===== src/rtl/result_pkg.sv =====
// Shared definitions for the path result streamer: default widths, the
// terminator/separator word values and the streamer FSM state encoding.
package result_pkg;

  localparam int ADDR_W_DEF    = 14;
  localparam int DATA_W_DEF    = 16;
  localparam int MAX_WORDS_DEF = 16383;

  localparam logic [15:0] TERM_WORD = 16'h0000;
  localparam logic [15:0] SEP_WORD  = 16'hFFFF;

  typedef enum logic [2:0] {
    IDLE  = 3'd0,
    CHECK = 3'd1,
    RD    = 3'd2,
    WT    = 3'd3,
    HOLD  = 3'd4,
    DONE  = 3'd5
  } state_t;

endpackage


===== src/rtl/result_out_reg.sv =====
// Output holding register: captures one result word (or a synthesized
// negative-cycle beat), decodes its flags and holds it until accepted.
module result_out_reg
  import result_pkg::*;
#(
  parameter int DATA_W = DATA_W_DEF
) (
  input  logic              clock,
  input  logic              reset,
  input  logic              load_word,
  input  logic              load_neg,
  input  logic              at_max,
  input  logic [DATA_W-1:0] word,
  input  logic              ready,
  output logic              valid,
  output logic [DATA_W-1:0] data,
  output logic              sep,
  output logic              neg,
  output logic              last
);

  logic is_term;
  logic is_sep;

  assign is_term = (word == DATA_W'(TERM_WORD));
  assign is_sep  = (word == DATA_W'(SEP_WORD));

  // Flags are only updated on a load, so they stay put for the whole stall.
  always_ff @(posedge clock) begin
    if (reset) begin
      valid <= 1'b0;
      data  <= '0;
      sep   <= 1'b0;
      neg   <= 1'b0;
      last  <= 1'b0;
    end else if (load_neg) begin
      valid <= 1'b1;
      data  <= '0;
      sep   <= 1'b0;
      neg   <= 1'b1;
      last  <= 1'b1;
    end else if (load_word) begin
      valid <= 1'b1;
      data  <= word;
      sep   <= is_sep;
      neg   <= 1'b0;
      last  <= is_term | at_max;
    end else if (valid && ready) begin
      valid <= 1'b0;
    end
  end

endmodule


===== src/rtl/path_result_streamer.sv =====
// Streams solver path results out of the result memory as valid/ready beats,
// one word per read, stopping on the terminator word or the scan limit.
module path_result_streamer
  import result_pkg::*;
#(
  parameter int ADDR_W    = ADDR_W_DEF,
  parameter int DATA_W    = DATA_W_DEF,
  parameter int MAX_WORDS = MAX_WORDS_DEF
) (
  input  logic              clock,
  input  logic              reset,
  input  logic              start,
  input  logic              n_exist,
  output logic              mem_rd_en,
  output logic [ADDR_W-1:0] mem_addr,
  input  logic [DATA_W-1:0] mem_rdata,
  output logic              out_valid,
  input  logic              out_ready,
  output logic [DATA_W-1:0] out_data,
  output logic              out_sep,
  output logic              out_neg,
  output logic              out_last,
  output logic              busy,
  output logic              overrun
);

  localparam logic [ADDR_W-1:0] LAST_ADDR = ADDR_W'(MAX_WORDS - 1);

  state_t            state;
  state_t            state_nx;
  logic [ADDR_W-1:0] addr;
  logic              neg_q;
  logic              at_max;
  logic              accept;
  logic              load_word;
  logic              load_neg;

  assign at_max   = (addr == LAST_ADDR);
  assign accept   = out_valid && out_ready;
  assign mem_addr = addr;
  assign busy     = (state != IDLE);

  always_ff @(posedge clock) begin
    if (reset) begin
      state   <= IDLE;
      addr    <= '0;
      neg_q   <= 1'b0;
      overrun <= 1'b0;
    end else begin
      state <= state_nx;
      if (state == IDLE && start) begin
        addr    <= '0;
        neg_q   <= n_exist;
        overrun <= 1'b0;
      end
      if (state == HOLD && accept && !out_last) begin
        addr <= addr + ADDR_W'(1);
      end
      // Scan limit reached without seeing the terminator.
      if (load_word && at_max && (mem_rdata != DATA_W'(TERM_WORD))) begin
        overrun <= 1'b1;
      end
    end
  end

  always_comb begin
    state_nx  = state;
    mem_rd_en = 1'b0;
    load_word = 1'b0;
    load_neg  = 1'b0;
    case (state)
      IDLE: begin
        if (start) state_nx = CHECK;
      end
      CHECK: begin
        if (neg_q) begin
          load_neg = 1'b1;
          state_nx = HOLD;
        end else begin
          state_nx = RD;
        end
      end
      RD: begin
        mem_rd_en = 1'b1;
        state_nx  = WT;
      end
      WT: begin
        load_word = 1'b1;
        state_nx  = HOLD;
      end
      HOLD: begin
        if (accept) state_nx = out_last ? DONE : RD;
      end
      DONE: begin
        state_nx = IDLE;
      end
      default: begin
        state_nx = IDLE;
      end
    endcase
  end

  result_out_reg #(
    .DATA_W (DATA_W)
  ) u_out_reg (
    .clock     (clock),
    .reset     (reset),
    .load_word (load_word),
    .load_neg  (load_neg),
    .at_max    (at_max),
    .word      (mem_rdata),
    .ready     (out_ready),
    .valid     (out_valid),
    .data      (out_data),
    .sep       (out_sep),
    .neg       (out_neg),
    .last      (out_last)
  );

endmodule


===== config.mk =====
export PLATFORM = sky130hd
export DESIGN_NAME = path_result_streamer
export DESIGN_NICKNAME = d
export VERILOG_FILES = /design/src/rtl/result_pkg.sv /design/src/rtl/result_out_reg.sv /design/src/rtl/path_result_streamer.sv
export SDC_FILE = /design/constraint.sdc
export NUM_CORES = 1
export LEC_CHECK = 0
export ABC_AREA = 0
export CORE_ASPECT_RATIO = 1.25
export CORE_MARGIN = 10
export CORE_UTILIZATION = 46
export CTS_CLUSTER_DIAMETER = 50
export DETAILED_ROUTE_END_ITERATION = 8
export GPL_TIMING_DRIVEN = 0
export PLACE_DENSITY = 0.78
export SYNTH_ARGS = -nofsm -noshare
export SYNTH_HDL_FRONTEND = slang
export SYNTH_SLANG_ARGS = --single-unit

===== constraint.sdc =====
create_clock -name clock -period 2.2 [get_ports clock]
set_input_delay 0.66 -clock clock [delete_from_list [all_inputs] [get_ports clock]]
set_output_delay 0.66 -clock clock [all_outputs]
set_load 0.02 [all_outputs]

==> impl_results.md, run 1 <==
- Status: completed
- Die height: 90.7 um
- Crit share post-route: 95.8%
- # port buffers: 56
- CP Buf/Inv Count: 1
- Final min period: 2110 ps
- Clock Path Buffers: 2
- Number of cells on the critical path: 1
- Layout area overhead: 40.9%
- Ys async rst share: 0%
- Final-report hold violation count: 0
- Worst Hold Class: reg -> reg
- Max incr delay on CP: around 670 ps
- CTS tree: yes
- Non-filler cells in the finished layout: roughly 340
- Clk Latency, worst-skew pair: 300 ps
- Setup tns final: 0 ps
- Crit path max-delay family: buffers and inverters
- Initial antenna violation count: 0
- DRC viols: 0
- Worst slew margin: 66.0%
- Nets: around 310
- Number of fillers in the final layout: 328
- Crit start category: flop
- Drt wl/cell: 14.7 um
- P_leak: between 0.8 and 0.9 nW
- Flops & latches, synth: 39
- PwrDens: 627 mW/mm2
- Vias in the first global route: ~1,900
- Largest net degree at the start of global routing: 13
- Post-route ant nets: 0
- Slew Limit Fails: 0
- Fmax: 475 MHz
- CP required: 1540 ps
- Die footprint: roughly 0.0069 mm2
- # setup viols final: 0
- Vias per std cell: roughly 5.5
- Synth Area per Inst: 8.13 um2
- Total track usage: 14.7%
- RePlAce Congestion: 0.898
- DR pass1 iterations: 4
- HPWL Detailed: 3880 um
- CP endpoint kind: output port
- CTS H-tree depth: 2
- Synth Flop Type: dfxtp_1
- MaxCap Viol Count: 0
- Hold slack: around 450 ps
- Share of cells above drive strength 1: between 8 and 9%
- Slew at the pin closest to its max-slew limit: roughly 510 ps
- Rows: 25
- Clk_skew: 8.51 ps
- Synthesized net count: 249
- Initial drt markers: 117
- Total grt overflow: 0
- Postcts setup bufs: 0
- CP max stage cell: clkdlybuf4s50_1
- Max FO, Critical Path: 6
- Core ar.: around 0.0038 mm2
- Crit path DAT: around 1500 ps
- First-pass GRT wire length: 8630 um
- Crit path cell chain: clkdlybuf4s50_1
- Final wirelength: 5050 um
- Synth Instances: about 230
- Syn Std Cell Area: 0.00184 mm2
- Synth warn: 0
- Die width: 76.5 um
- Num CTS Buffers: 5
- Register-to-Register Path Depth: 5
- Cells after DPL: 336
- Initial Util: 48.1%
- Inserted Diodes: 0
- Worst hold path depth: 2
- Clock transition at path regs: approximately 80 ps
- Max rail drop VDD: 0.456 mV
- CP Class: reg -> out
- Yosys cell types: 48
- CTS sink cnt: 39
- Sequential area share after synthesis: 42.5%
- Root buffer cell: clkbuf_8
- RSZ-0062 raised after global routing: false
- Vias: 1,878
- Io pins: 58
- Number of synthesized flops with an enable pin: 0
[synth_stat cells (2+ instances only)]
| cell type | n | share of area [%] |
|---|---|---|
| and2_1 | 5 | 1.7 |
| nand4_1 | 7 | 2.4 |
| o211ai_1 | 4 | 1.6 |
| o311ai_0 | 2 | 0.95 |
| nand3_1 | 8 | 2.2 |
| nand2_1 | 48 | 9.8 |
| inv_1 | 6 | 1.2 |
| a211oi_1 | 2 | 0.82 |
| and4_1 | 2 | 0.95 |
| dfxtp_1 | 39 | 43 |
| nand4b_1 | 2 | 0.95 |
| or4_1 | 4 | 1.6 |
| a21oi_1 | 28 | 7.6 |
| nor4_1 | 6 | 2.0 |
| buf_2 | 3 | 0.82 |
| nor3_1 | 4 | 1.1 |
| nor2_1 | 10 | 2.0 |
| ha_1 | 2 | 1.4 |
| o21ai_0 | 3 | 0.82 |
| a31oi_1 | 3 | 1.0 |
| nand2b_1 | 2 | 0.68 |
| and3_1 | 3 | 1.0 |
| or3_1 | 4 | 1.4 |
| clkbuf_1 | 5 | 1.0 |
[state kept, by name, summed over array words and instances, names as in the netlist]
register and count:
u_out_reg.sep 1, u_out_reg.data 16, u_out_reg.valid 1, mem_addr 14, u_out_reg.neg 1, overrun 1, state 3, neg_q 1
u_out_reg.last 1
[stage by stage]
step / setup WS (ps) / util [%] / instance area (um2) / power (W)
3_3_place_gp: -478 / 64.6 / 2460 / 0.00101
6_report: 93.0 / 67.8 / 2590 / 0.00162
2_1_floorplan: 474 / - / 1840 / 0.000899
3_5_place_dp: -443 / 64.6 / 2460 / 0.00101
5_1_grt: 23.1 / 67.8 / 2590 / 0.00170
4_1_cts: 16.3 / 67.9 / 2590 / 0.00164
[cells in the final DEF, fill, tap and decap left out, types with 3 or more instances in the layout]
master           synthesis  final
clkdlybuf4s50_1          0     54
nand2_1                 48     48
dfxtp_1                 39     38
a21oi_1                 28     28
nor2_1                  10     10
nand3_1                  8      8
nand4_1                  7      7
inv_1                    6      6
nor4_1                   6      6
clkbuf_8                 0      6
and2_1                   5      5
or3_1                    4      4
clkbuf_1                 5      4
o211ai_1                 4      4
or4_1                    4      4
nor3_1                   4      4
buf_2                    3      3
and3_1                   3      3
o21ai_0                  3      3
a31oi_1                  3      3
[where the power goes]
part           internal, W  switching [W]
logic             0.000110       0.000139
clock network     0.000367       0.000260
registers         0.000725      0.0000200
[repair_timing]
item,4_1_cts,5_1_grt
cloned,0,0
pin swaps,0,0
endpoints found under the setup margin,8,2
resized for setup,6,2
hold buffers,0,0
[per-layer routing]
layer  GRT usage (%)  wire (um)
met4            4.04         51
met1            15.6       2000
met2            23.9       2410
met5               0          0
met3            8.96        586
[cell type report]
cell class | instances | area, um2 | area share [%]
Clock inverter | 2 | 35.0 | 1.35
Multi-Input combinational cell | 171 | 991 | 38.3
Timing Repair Buffer | 56 | 554 | 21.4
Sequential cell | 39 | 782 | 30.2
Clock buffer | 6 | 82.6 | 3.19
Inverter | 6 | 22.5 | 0.870
Tap cell | 54 | 67.6 | 2.61
Buffer | 10 | 52.6 | 2.03
[final timing paths]
| check | from | endpoint | slack (ps) |
|---|---|---|---|
| max reg2reg | state[0] | u_out_reg.data[10] | 460 |
| max | u_out_reg.last | out_last | 90 |
| min reg2reg | u_out_reg.data[4] | u_out_reg.data[4] | 450 |
| min | u_out_reg.data[4] | u_out_reg.data[4] | 450 |
[cell families after synthesis]
| family | count (synthesis) | share of synthesized area (%) |
|---|---|---|
| buffers and inverters | 16 | 3.88 |
| multiplexers | 1 | 0.545 |
| AO/OA/AOI/OAI | 48 | 15.6 |
| flip-flops | 39 | 42.5 |
| XOR/XNOR | 2 | 0.954 |
| AND/OR/NAND/NOR | 118 | 35.2 |
| adder cells (fa/ha/maj) | 2 | 1.36 |
Power figures use the tool's default switching activity.
==> run 2, diff against run 1 <==
--- a/config.mk
+++ b/config.mk
@@ -11,6 +11,7 @@
 export CORE_UTILIZATION = 46
 export CTS_CLUSTER_DIAMETER = 50
 export DETAILED_ROUTE_END_ITERATION = 8
+export GPL_ROUTABILITY_DRIVEN = 0
 export GPL_TIMING_DRIVEN = 0
 export PLACE_DENSITY = 0.78
 export SYNTH_ARGS = -nofsm -noshare
==> results of run 2 <==
The final DEF is identical to that of run 1; final timing and power are the same.
